[config.mk]
export PLATFORM = sky130hd
export DESIGN_NAME = text_banner_rom_flat
export DESIGN_NICKNAME = d
export VERILOG_FILES = /design/src/rtl/text_banner_rom_if.sv /design/src/rtl/text_banner_rom.sv /design/src/flat_wrapper.sv
export SDC_FILE = /design/constraint.sdc
export NUM_CORES = 1
export LEC_CHECK = 0
export ABC_CLOCK_PERIOD_IN_PS = 5950
export BUFFER_PORTS_ARGS = -buffer_cell sky130_fd_sc_hd__buf_4
export CAP_MARGIN = 10
export CORE_MARGIN = 2
export CORE_UTILIZATION = 55
export DETAILED_ROUTE_END_ITERATION = 6
export GPL_TIMING_DRIVEN = 1
export PLACE_DENSITY_LB_ADDON = 0.15
export REMOVE_ABC_BUFFERS = 1
export SETUP_SLACK_MARGIN = 0.4
export SLEW_MARGIN = 5
export SYNTH_ARGS = -nofsm -noshare
export SYNTH_HDL_FRONTEND = slang
export SYNTH_SLANG_ARGS = --single-unit
[constraint.sdc]
create_clock -name clk -period 5.95 [get_ports clk]
set_input_delay 0.2975 -clock clk [delete_from_list [all_inputs] [get_ports clk]]
set_output_delay 0.2975 -clock clk [all_outputs]
set_load 0.05 [all_outputs]
[src/rtl/text_banner_rom_if.sv]
// Pixel request / colour response bundle between the VGA scanner and text_banner_rom.
interface text_banner_rom_if #(
    parameter int XW = 6
);
    logic [XW-1:0] x;
    logic [2:0]    y;
    logic [1:0]    msg_sel;
    logic          frame_tick;
    logic          blink_en;
    logic          scroll_en;
    logic [11:0]   color;
    logic          color_vld;

    modport master (output x, y, msg_sel, frame_tick, blink_en, scroll_en,
                    input  color, color_vld);
    modport slave  (input  x, y, msg_sel, frame_tick, blink_en, scroll_en,
                    output color, color_vld);
endinterface

[src/rtl/text_banner_rom.sv]
// Banner pixel source: message table + 5x7 font, with per-frame blink and wrapping scroll.
// Two-stage pipeline (glyph lookup, then colour select), no stall.
module text_banner_rom #(
    parameter int          MSG_LEN       = 4,
    parameter int          XW            = 6,
    parameter int          BLINK_FRAMES  = 30,
    parameter int          SCROLL_FRAMES = 4,
    parameter logic [11:0] FG_COLOR      = 12'hF00,
    parameter logic [11:0] BG_COLOR      = 12'h000,
    parameter logic [11:0] WARN_COLOR    = 12'hF0F
) (
    input  logic               clk,
    input  logic               rst,
    text_banner_rom_if.slave   bus
);
    localparam int W   = 7 * MSG_LEN;
    localparam int EW  = XW + 1;
    localparam int BCW = (BLINK_FRAMES  > 1) ? $clog2(BLINK_FRAMES)  : 1;
    localparam int SCW = (SCROLL_FRAMES > 1) ? $clog2(SCROLL_FRAMES) : 1;

    // Column data packed {col5,col4,col3,col2,col1}; bit y of a column byte is row y.
    function automatic logic [7:0] font_col(input logic [3:0] code, input logic [2:0] col);
        logic [39:0] g;
        int          c;
        case (code)
            4'd1:    g = 40'h7E_09_09_09_7E; // A
            4'd2:    g = 40'h41_49_49_49_7F; // E
            4'd3:    g = 40'h3A_49_49_41_3E; // G
            4'd4:    g = 40'h41_41_7F_41_41; // I
            4'd5:    g = 40'h40_40_40_40_7F; // L
            4'd6:    g = 40'h7F_02_0C_02_7F; // M
            4'd7:    g = 40'h7F_08_04_02_7F; // N
            4'd8:    g = 40'h3E_41_41_41_3E; // O
            4'd9:    g = 40'h46_29_19_09_7F; // R
            4'd10:   g = 40'h31_49_49_49_46; // S
            4'd11:   g = 40'h1F_20_40_20_1F; // V
            4'd12:   g = 40'h7F_20_18_20_7F; // W
            default: g = 40'h0;             // space and unused codes
        endcase
        c = int'(col) - 1;
        font_col = (c >= 0 && c <= 4) ? g[8*c +: 8] : 8'h00;
    endfunction

    // Glyph codes, slot 0 in the low nibble; slots past the fourth are spaces.
    function automatic logic [3:0] msg_glyph(input logic [1:0] m, input int i);
        logic [15:0] s;
        case (m)
            2'd0:    s = 16'h2A85; // L O S E
            2'd1:    s = 16'h074C; // W I N _
            2'd2:    s = 16'h2613; // G A M E
            default: s = 16'h92B8; // O V E R
        endcase
        msg_glyph = (i >= 0 && i < 4) ? s[4*i +: 4] : 4'd0;
    endfunction

    logic [1:0]     act_msg_q, act_msg_d;
    logic [XW-1:0]  scroll_off_q, scroll_off_d;
    logic [SCW-1:0] scroll_cnt_q, scroll_cnt_d;
    logic [BCW-1:0] blink_cnt_q, blink_cnt_d;
    logic           visible_q, visible_d;

    always_comb begin
        act_msg_d    = act_msg_q;
        scroll_off_d = scroll_off_q;
        scroll_cnt_d = scroll_cnt_q;
        blink_cnt_d  = blink_cnt_q;
        visible_d    = visible_q;
        if (bus.frame_tick) act_msg_d = bus.msg_sel;

        // A message change restarts the scroll and wins over a step on the same tick.
        if (!bus.scroll_en) begin
            scroll_off_d = '0;
            scroll_cnt_d = '0;
        end else if (bus.frame_tick) begin
            if (bus.msg_sel != act_msg_q) begin
                scroll_off_d = '0;
                scroll_cnt_d = '0;
            end else if (scroll_cnt_q == SCW'(SCROLL_FRAMES - 1)) begin
                scroll_cnt_d = '0;
                scroll_off_d = (scroll_off_q == XW'(W - 1)) ? '0 : scroll_off_q + 1'b1;
            end else begin
                scroll_cnt_d = scroll_cnt_q + 1'b1;
            end
        end

        if (!bus.blink_en) begin
            visible_d   = 1'b1;
            blink_cnt_d = '0;
        end else if (bus.frame_tick) begin
            if (blink_cnt_q == BCW'(BLINK_FRAMES - 1)) begin
                blink_cnt_d = '0;
                visible_d   = ~visible_q;
            end else begin
                blink_cnt_d = blink_cnt_q + 1'b1;
            end
        end
    end

    logic [EW-1:0] ex_sum, ex;
    logic [3:0]    glyph_q, glyph_d;
    logic [2:0]    gcol_q, gcol_d;
    logic [2:0]    y_q;
    logic          oor_q, oor_d;
    logic          vis1_q;
    logic          vld1_q;

    // Index/column by comparing against each glyph's start column, no divider.
    always_comb begin
        int gi;
        ex_sum = {1'b0, bus.x} + {1'b0, scroll_off_q};
        ex     = (ex_sum >= EW'(W)) ? ex_sum - EW'(W) : ex_sum;
        gi     = 0;
        gcol_d = ex[2:0];
        for (int g = 0; g < MSG_LEN; g++) begin
            if (ex >= EW'(7 * g)) begin
                gi     = g;
                gcol_d = 3'(ex - EW'(7 * g));
            end
        end
        glyph_d = msg_glyph(act_msg_q, gi);
        oor_d   = ({1'b0, bus.x} >= EW'(W));
    end

    logic [7:0]  col_bits;
    logic [11:0] color_q, color_d;
    logic        color_vld_q;

    always_comb begin
        col_bits = font_col(glyph_q, gcol_q);
        if (oor_q)                       color_d = WARN_COLOR;
        else if (col_bits[y_q] && vis1_q) color_d = FG_COLOR;
        else                             color_d = BG_COLOR;
    end

    always_ff @(posedge clk or posedge rst) begin
        if (rst) begin
            act_msg_q    <= '0;
            scroll_off_q <= '0;
            scroll_cnt_q <= '0;
            blink_cnt_q  <= '0;
            visible_q    <= 1'b1;
            glyph_q      <= '0;
            gcol_q       <= '0;
            y_q          <= '0;
            oor_q        <= 1'b0;
            vis1_q       <= 1'b1;
            vld1_q       <= 1'b0;
            color_q      <= BG_COLOR;
            color_vld_q  <= 1'b0;
        end else begin
            act_msg_q    <= act_msg_d;
            scroll_off_q <= scroll_off_d;
            scroll_cnt_q <= scroll_cnt_d;
            blink_cnt_q  <= blink_cnt_d;
            visible_q    <= visible_d;
            glyph_q      <= glyph_d;
            gcol_q       <= gcol_d;
            y_q          <= bus.y;
            oor_q        <= oor_d;
            vis1_q       <= visible_q;
            vld1_q       <= 1'b1;
            color_q      <= color_d;
            color_vld_q  <= vld1_q;
        end
    end

    assign bus.color     = color_q;
    assign bus.color_vld = color_vld_q;
endmodule

[src/flat_wrapper.sv]
// flat-port wrapper written by rule: the top's interface ports become plain ports
module text_banner_rom_flat 
#(
    parameter int          MSG_LEN       = 4,
    parameter int          XW            = 6,
    parameter int          BLINK_FRAMES  = 30,
    parameter int          SCROLL_FRAMES = 4,
    parameter logic [11:0] FG_COLOR      = 12'hF00,
    parameter logic [11:0] BG_COLOR      = 12'h000,
    parameter logic [11:0] WARN_COLOR    = 12'hF0F
)
  (clk, rst, bus_x, bus_y, bus_msg_sel, bus_frame_tick, bus_blink_en, bus_scroll_en, bus_color, bus_color_vld);
  text_banner_rom_if #(.XW(XW)) bus_i ();
  input  logic clk;
  input  logic rst;
  input wire logic [$bits(bus_i.x)-1:0] bus_x;
  input wire logic [$bits(bus_i.y)-1:0] bus_y;
  input wire logic [$bits(bus_i.msg_sel)-1:0] bus_msg_sel;
  input wire logic [$bits(bus_i.frame_tick)-1:0] bus_frame_tick;
  input wire logic [$bits(bus_i.blink_en)-1:0] bus_blink_en;
  input wire logic [$bits(bus_i.scroll_en)-1:0] bus_scroll_en;
  output wire logic [$bits(bus_i.color)-1:0] bus_color;
  output wire logic [$bits(bus_i.color_vld)-1:0] bus_color_vld;
  assign bus_i.x = bus_x;
  assign bus_i.y = bus_y;
  assign bus_i.msg_sel = bus_msg_sel;
  assign bus_i.frame_tick = bus_frame_tick;
  assign bus_i.blink_en = bus_blink_en;
  assign bus_i.scroll_en = bus_scroll_en;
  assign bus_color = bus_i.color;
  assign bus_color_vld = bus_i.color_vld;
  text_banner_rom #(.MSG_LEN(MSG_LEN), .XW(XW), .BLINK_FRAMES(BLINK_FRAMES), .SCROLL_FRAMES(SCROLL_FRAMES), .FG_COLOR(FG_COLOR), .BG_COLOR(BG_COLOR), .WARN_COLOR(WARN_COLOR)) u_core (.clk(clk), .rst(rst), .bus(bus_i));
endmodule
==> results.tsv, run 1 <==
metric	value	unit
Final period util	66.3	%
Design Area, Final	3240	µm²
final setup fails	0	
initial antenna violation count	0	
vias per inst	6.03	
number of library cell types mapped by synthesis	66	
post-layout util	62.6	%
clock sink count	32	
maximum buffer depth of the clock tree	2	
LEAKAGE	1.48	nW
Worst setup SP type	register	
top-count cell post-synth	o21ai_0	
row count	26	
skew final	0.00894	ns
total grt overflow	0	
placed standard-cell area	3160	µm²
Synth async-reset ratio	100	%
ant diodes	0	
Area Growth Syn to Fin	7.88	%
WL per Instance	14.6	µm
Synth Cell Area	3000	µm²
worst reg2reg path depth	10	
Post-synth top cells	o21ai_0 (36), ha_1 (31), dfrtp_1 (30)	
fmax	254	MHz
Die W	77.9	µm
worst hold-check path type	input pin to asynchronous set/reset pin	
Worst EP arrival	4.11	ns
Fin Setup TNS	0	ns
Post-synth top flop	dfrtp_1	
Post-route DRC	0	
reg2reg start	u_core.scroll_off_q[0]$_DFFE_PP0P_	
sequential fraction of the synthesis area	26.8	%
Initial DRC Count	159	
final hold slack	0.0961	ns
Hold Buf Count CTS	0	
WP data required	6.12	ns
share of cells above drive strength 1	14.4	%
Synth area leaders	dfrtp_1 (25%), ha_1 (13%), o21ai_0 (6.0%)	
RePlAce Congestion	0.901	
overall routing resource usage	21.5	%
critical path type	register to register	
first-pass GRT wire length	10700	µm
Post-Syn Instances	348	
Tot Pwr	1.00	mW
r2r setup slk	2.01	ns
number of synthesized flops with an enable pin	0	
fin crit period	3.94	ns
DP Wirelength	4790	µm
peak supply drop	0.210	mV
Critical Path Sink Type	register	
setup bufs post-CTS	0	
first drt pass iteration count	4	
H-tree depth	2	
Starting Density	58.1	%
pin count of the biggest net entering global routing	33	
Crit Path Max Fanout	9	
number of global-route vias before repair	2398	
nets	409	
Die Ht	77.9	µm
Detail Route Antenna Nets	0	
core area	5170	µm²
CTS Root Cell	clkbuf_8	
Max Transition Viols Final	0	
vias	2599	
syn_area_per_cell	8.63	µm²
Die ar.	6070	µm²
#FFs+latches synth	32	
clock-pin slew on the worst setup and hold paths	0.07	ns
setup repair after global routing missed its margin	false	
cell accounting for the most synthesized area	dfrtp_1	
Routed WL	6300	µm
MaxCap Viol Count	0	
status	finished clean	
FF-to-FF End	u_core.glyph_q[3]$_DFF_PP0_	
worst slew pin tran	1.14	ns
CTS tree	built	
PortBufs	24	
total CTS buffers	5	
pwr dens	309	nW/µm²
boundary pin count	29	
Clock Latency Late Sink	0.28	ns
relative slew slack	24.0	%
Ys Warns	0	
PostCTS Resize Cnt	0	
Fin. Hold Viols	0	
top cell type's share of synthesized area	25.0	%
fillcell total	454	
-- flip-flops by register name, summed over array words and instances (netlist names) --
name and flops:
u_core.act_msg_q 2, u_core.blink_cnt_q 5, u_core.bus.color 2, u_core.bus.color_vld 1, u_core.gcol_q 3, u_core.glyph_q 4
u_core.oor_q 1, u_core.scroll_cnt_q 2, u_core.scroll_off_q 6, u_core.vis1_q 1, u_core.visible_q 1, u_core.vld1_q 1
u_core.y_q 3
-- critical path: stages (launching register included) --
cell and delay [ns]:
dfrtp_1 0.42, ha_1 0.24, fa_1 0.45, xnor2_1 0.48, or3_4 0.24, o211ai_4 0.12, ha_1 0.27, a222oi_1 1.00
nand2_1 0.22, mux2i_1 0.17, o221a_1 0.23
-- area by class of cell --
cell class	instances	area, µm²	share of cell area (%)
clock inverters	1	5.00	0.154
multi-input cells	279	2020	62.2
inverters	18	67.6	2.09
well taps	70	87.6	2.70
flip-flops and latches	32	803	24.8
clock buffers	6	72.6	2.24
repair buffers	25	188	5.79
-- cell families after synthesis --
| kind of cell | share of synthesized area [%] |
|---|---|
| multiplexers | 2.17 |
| AND/OR/NAND/NOR | 17.8 |
| flip-flops | 26.7 |
| buffers and inverters | 6.50 |
| adder cells (fa/ha/maj) | 13.6 |
| AO/OA/AOI/OAI | 29.4 |
| other | 0.250 |
| XOR/XNOR | 3.50 |
-- cell usage in the layout (no fill, tap or decap), types with 8 or more instances in the layout --
cell type	Yosys	layout
a31oi_1	8	8
inv_1	18	18
nand2_1	29	29
nor2_1	22	22
nor2b_1	8	8
a211oi_1	8	8
a21oi_1	12	12
o21ai_0	36	36
buf_4	10	25
dfrtp_1	30	30
ha_1	31	31
nand2b_1	8	8
-- stage by stage --
step | setup WS, ns | cells
6_report | 2.01 | 431
5_1_grt | 1.64 | 431
4_1_cts | 2.00 | 431
3_5_place_dp | 2.04 | 424
3_3_place_gp | 2.16 | 424
2_1_floorplan | 2.48 | 329
-- routing by layer --
layer,GRT usage (%),share of wire [%]
met5,0,0
met4,3.68,0.90
met3,3.72,4.1
met2,38.7,50
met1,27.2,45
-- report_power, final --
part / leakage, nW / switching, mW / internal, mW / total (mW)
sequential: 0.400 / 0.0659 / 0.242 / 0.308
clock: 0.0410 / 0.0741 / 0.0793 / 0.153
combinational: 1.03 / 0.328 / 0.211 / 0.540
total: 1.48 / 0.469 / 0.533 / 1.00
-- how the worst max path moves through the flow --
stage / startpoint / endpoint / slack [ns]
6_report: u_core.scroll_off_q[0]$_DFFE_PP0P_ / u_core.glyph_q[3]$_DFF_PP0_ / 2.01
4_1_cts: u_core.scroll_off_q[0]$_DFFE_PP0P_ / u_core.glyph_q[3]$_DFF_PP0_ / 2.00
3_3_place_gp: bus_x[0] / u_core.glyph_q[3]$_DFF_PP0_ / 2.16
2_1_floorplan: u_core.scroll_off_q[0]$_DFFE_PP0P_ / u_core.glyph_q[3]$_DFF_PP0_ / 2.48
3_5_place_dp: bus_x[0] / u_core.glyph_q[3]$_DFF_PP0_ / 2.04
5_1_grt: u_core.scroll_off_q[0]$_DFFE_PP0P_ / u_core.glyph_q[3]$_DFF_PP0_ / 1.64
Note: power is estimated with default switching activity, not from simulation.
==> inputs of run 2 (changes only) <==
--- a/config.mk
+++ b/config.mk
@@ -5,7 +5,7 @@
 export SDC_FILE = /design/constraint.sdc
 export NUM_CORES = 1
 export LEC_CHECK = 0
-export ABC_CLOCK_PERIOD_IN_PS = 5950
+export ABC_CLOCK_PERIOD_IN_PS = 3700
 export BUFFER_PORTS_ARGS = -buffer_cell sky130_fd_sc_hd__buf_4
 export CAP_MARGIN = 10
 export CORE_MARGIN = 2
==> constraint.sdc (replaced) <==
create_clock -name clk -period 3.7 [get_ports clk]
set_input_delay 0.185 -clock clk [delete_from_list [all_inputs] [get_ports clk]]
set_output_delay 0.185 -clock clk [all_outputs]
set_load 0.05 [all_outputs]
==> run 2 against run 1 <==
Compared with the run above: count of clock-buffer cells in the layout fell by 1; total power up 74%; combinational power up 69%; final cell count is 2.8% higher; clock power is 120% higher; sequential cell count is the same.
==> results.tsv, run 2 (same netlist as run 1, synthesis figures left out) <==
metric	value	unit	change
status	finished clean		unchanged
ant diodes	0		unchanged
PortBufs	24		unchanged
Top Usage Layer GRT	met2		unchanged
WP data required	3.88	ns	was 6.12 ns
GRT met1 Usage	28.7	%	was 27.2%
pwr dens	510	nW/µm²	was 309 nW/µm²
vias per inst	5.99		was 6.03
core area	5170	µm²	unchanged
Clock Latency Late Sink	0.29	ns	was 0.28 ns
WL per Instance	15.0	µm	was 14.6 µm
overall routing resource usage	22.6	%	was 21.5%
skew final	0.00835	ns	was 0.00894 ns
largest stage delay on the critical path	0.43	ns	was 1.00 ns
Placed Cells incl. Taps	426		was 424
Die W	77.9	µm	unchanged
Fin Setup TNS	0	ns	unchanged
Worst setup SP type	register		unchanged
boundary pin count	29		unchanged
Post-route DRC	0		unchanged
relative slew slack	46.6	%	was 24.0%
total grt overflow	0		unchanged
Hold Crit Start	bus_blink_en		
most frequent cells in the layout	o21ai_0 (36), buf_4 (32), ha_1 (30), dfrtp_1 (30), nand2_1 (29)		was o21ai_0 (36), ha_1 (31), dfrtp_1 (30), nand2_1 (29), buf_4 (25)
Sw Pwr	789	µW	was 469 µW
Area Growth Syn to Fin	13.6	%	was 7.88%
Worst path slowest cell	dfrtp_1		was a222oi_1
total CTS buffers	5		unchanged
pin count of the biggest net entering global routing	33		unchanged
met2 GRT Util	39.6	%	was 38.7%
row count	26		unchanged
Starting Density	58.1	%	unchanged
maximum buffer depth of the clock tree	2		unchanged
fin crit period	3.16	ns	was 3.94 ns
Critical Path Sink Type	register		unchanged
Fin. Hold Viols	0		unchanged
clock-pin slew on the worst setup and hold paths	0.08	ns	was 0.07 ns
Worst EP arrival	3.34	ns	was 4.11 ns
internal power	952	µW	was 533 µW
switching share of total power	45.3	%	was 46.8%
WHS Endpoint	u_core.visible_q$_DFFE_PP1P_		
Die ar.	6070	µm²	unchanged
vias	2653		was 2599
CTS Root Cell	clkbuf_8		unchanged
Initial DRC Count	149		was 159
Top reg by flops	u_core.scroll_off_q		unchanged
crit path cell chain	ha_1, and3_1, a22o_4, or3_4, o211ai_4, ha_2, or2_2, o2111ai_2, mux2_4, o221a_1		was ha_1, fa_1, xnor2_1, or3_4, o211ai_4, ha_1, a222oi_1, nand2_1, mux2i_1, o221a_1
final setup fails	0		unchanged
fmax	316	MHz	was 254 MHz
r2r setup slk	0.54	ns	was 2.01 ns
clock sink count	32		unchanged
worst hold-check path type	input pin to register		was input pin to asynchronous set/reset pin
setup repair after global routing missed its margin	false		unchanged
H-tree depth	2		unchanged
most common cell after layout, fill and taps aside	o21ai_0		unchanged
top flop regs	u_core.scroll_off_q (6), u_core.blink_cnt_q (5), u_core.glyph_q (4)		unchanged
number of global-route vias before repair	2496		was 2398
critical path type	register to register		unchanged
Post-Layout Cell Count	443		was 431
first-pass GRT wire length	11200	µm	was 10700 µm
Die Ht	77.9	µm	unchanged
initial antenna violation count	0		unchanged
worst reg2reg path depth	10		unchanged
reg2reg start	u_core.scroll_off_q[2]$_DFFE_PP0P_		was u_core.scroll_off_q[0]$_DFFE_PP0P_
Seq pwr share	27.8	%	was 30.8%
RePlAce Congestion	0.877		was 0.901
MaxCap Viol Count	0		unchanged
peak supply drop	0.283	mV	was 0.210 mV
FF-to-FF End	u_core.glyph_q[3]$_DFF_PP0_		unchanged
hold path cells	2		
nets	420		was 409
combinational share of power	52.5	%	was 53.9%
grt met3 use	3.26	%	was 3.72%
max FFs per register	6		unchanged
worst slew pin tran	0.801	ns	was 1.14 ns
Crit Path Max Fanout	7		was 9
Final period util	85.5	%	was 66.3%
Detail Route Antenna Nets	0		unchanged
Routed WL	6640	µm	was 6300 µm
LEAKAGE	1.55	nW	was 1.48 nW
fillcell total	433		was 454
clock power share	19.6	%	was 15.3%
first drt pass iteration count	4		unchanged
Max Transition Viols Final	0		unchanged
DP Wirelength	4900	µm	was 4790 µm
CTS tree	built		unchanged
share of cells above drive strength 1	18.8	%	was 14.4%
run 2: changes by cell type in the layout (fill, tap and decap cells not counted), moves of 2 or more:
cell,before,now
a211oi_2,3,5
buf_4,25,32
dlygate4sd3_1,0,4
a211oi_1,8,6
run 2: repair_timing:
item / 4_1_cts / 5_1_grt
hold buffers: 4 / 0
pin swaps: 1 / 1
hold endpoints to repair: 12 / 0
buffers inserted: 2 / 3
endpoints found under the setup margin: 4 / 7
gates resized for setup: 1 / 8
run 2: critical path: cells and delay by family (launching register included):
kind            cells  cell delay, ns
compound gates      4            0.84
fa+ha+maj           2            0.69
flops               1            0.43
mux                 1            0.32
simple gates        3            0.76
run 2: per-stage QoR:
step	util [%]	instance area, µm²	setup slack (ns)	hold WS (ns)	total power, mW
after floorplan	-	2890	0.229	0.216	1.13
after global placement	61.4	3180	0.425	0.296	1.35
after detailed placement	61.4	3180	0.331	0.296	1.36
after CTS	64.7	3350	0.403	0.0872	1.72
after global routing	66.0	3410	0.377	0.113	1.87
final	66.0	3410	0.538	0.0875	1.74
run 2: worst max path at each step:
stage / from / endpoint / slack [ns] / depth (start not counted)
2_1_floorplan: u_core.scroll_off_q[0]$_DFFE_PP0P_ / u_core.glyph_q[3]$_DFF_PP0_ / 0.23 / 10
3_3_place_gp: u_core.scroll_off_q[0]$_DFFE_PP0P_ / u_core.glyph_q[3]$_DFF_PP0_ / 0.43 / 10
3_5_place_dp: u_core.scroll_off_q[0]$_DFFE_PP0P_ / u_core.glyph_q[3]$_DFF_PP0_ / 0.33 / 10
4_1_cts: u_core.scroll_off_q[0]$_DFFE_PP0P_ / u_core.glyph_q[3]$_DFF_PP0_ / 0.40 / 10
5_1_grt: u_core.scroll_off_q[0]$_DFFE_PP0P_ / u_core.glyph_q[3]$_DFF_PP0_ / 0.38 / 10
6_report: u_core.scroll_off_q[2]$_DFFE_PP0P_ / u_core.glyph_q[3]$_DFF_PP0_ / 0.54 / 10
run 2: final cells by class:
type                            count  area, µm²  area share, %
Inverter                           18       67.6           1.98
Timing Repair Buffer               36        280           8.21
Clock buffer                        5       68.8           2.02
Clock inverter                      3       42.5           1.25
Tap cell                           70       87.6           2.57
Sequential cell                    32        803           23.5
Multi-Input combinational cell    279       2060           60.4
run 2: power groups by stage:
stage | Combinational, mW | Sequential [mW] | Clock (mW)
after floorplan | 0.604 | 0.530 | 0
after global placement | 0.864 | 0.487 | 0
after detailed placement | 0.876 | 0.489 | 0
after CTS | 0.889 | 0.482 | 0.346
after global routing | 1.01 | 0.496 | 0.362
final | 0.915 | 0.484 | 0.342
run 2: metal layers:
layer,share of wire (%),vias to the layer above
met3,4.4,10
met5,0,-
li1,-,1310
met4,1.4,0
met1,44,1254
met2,50,79
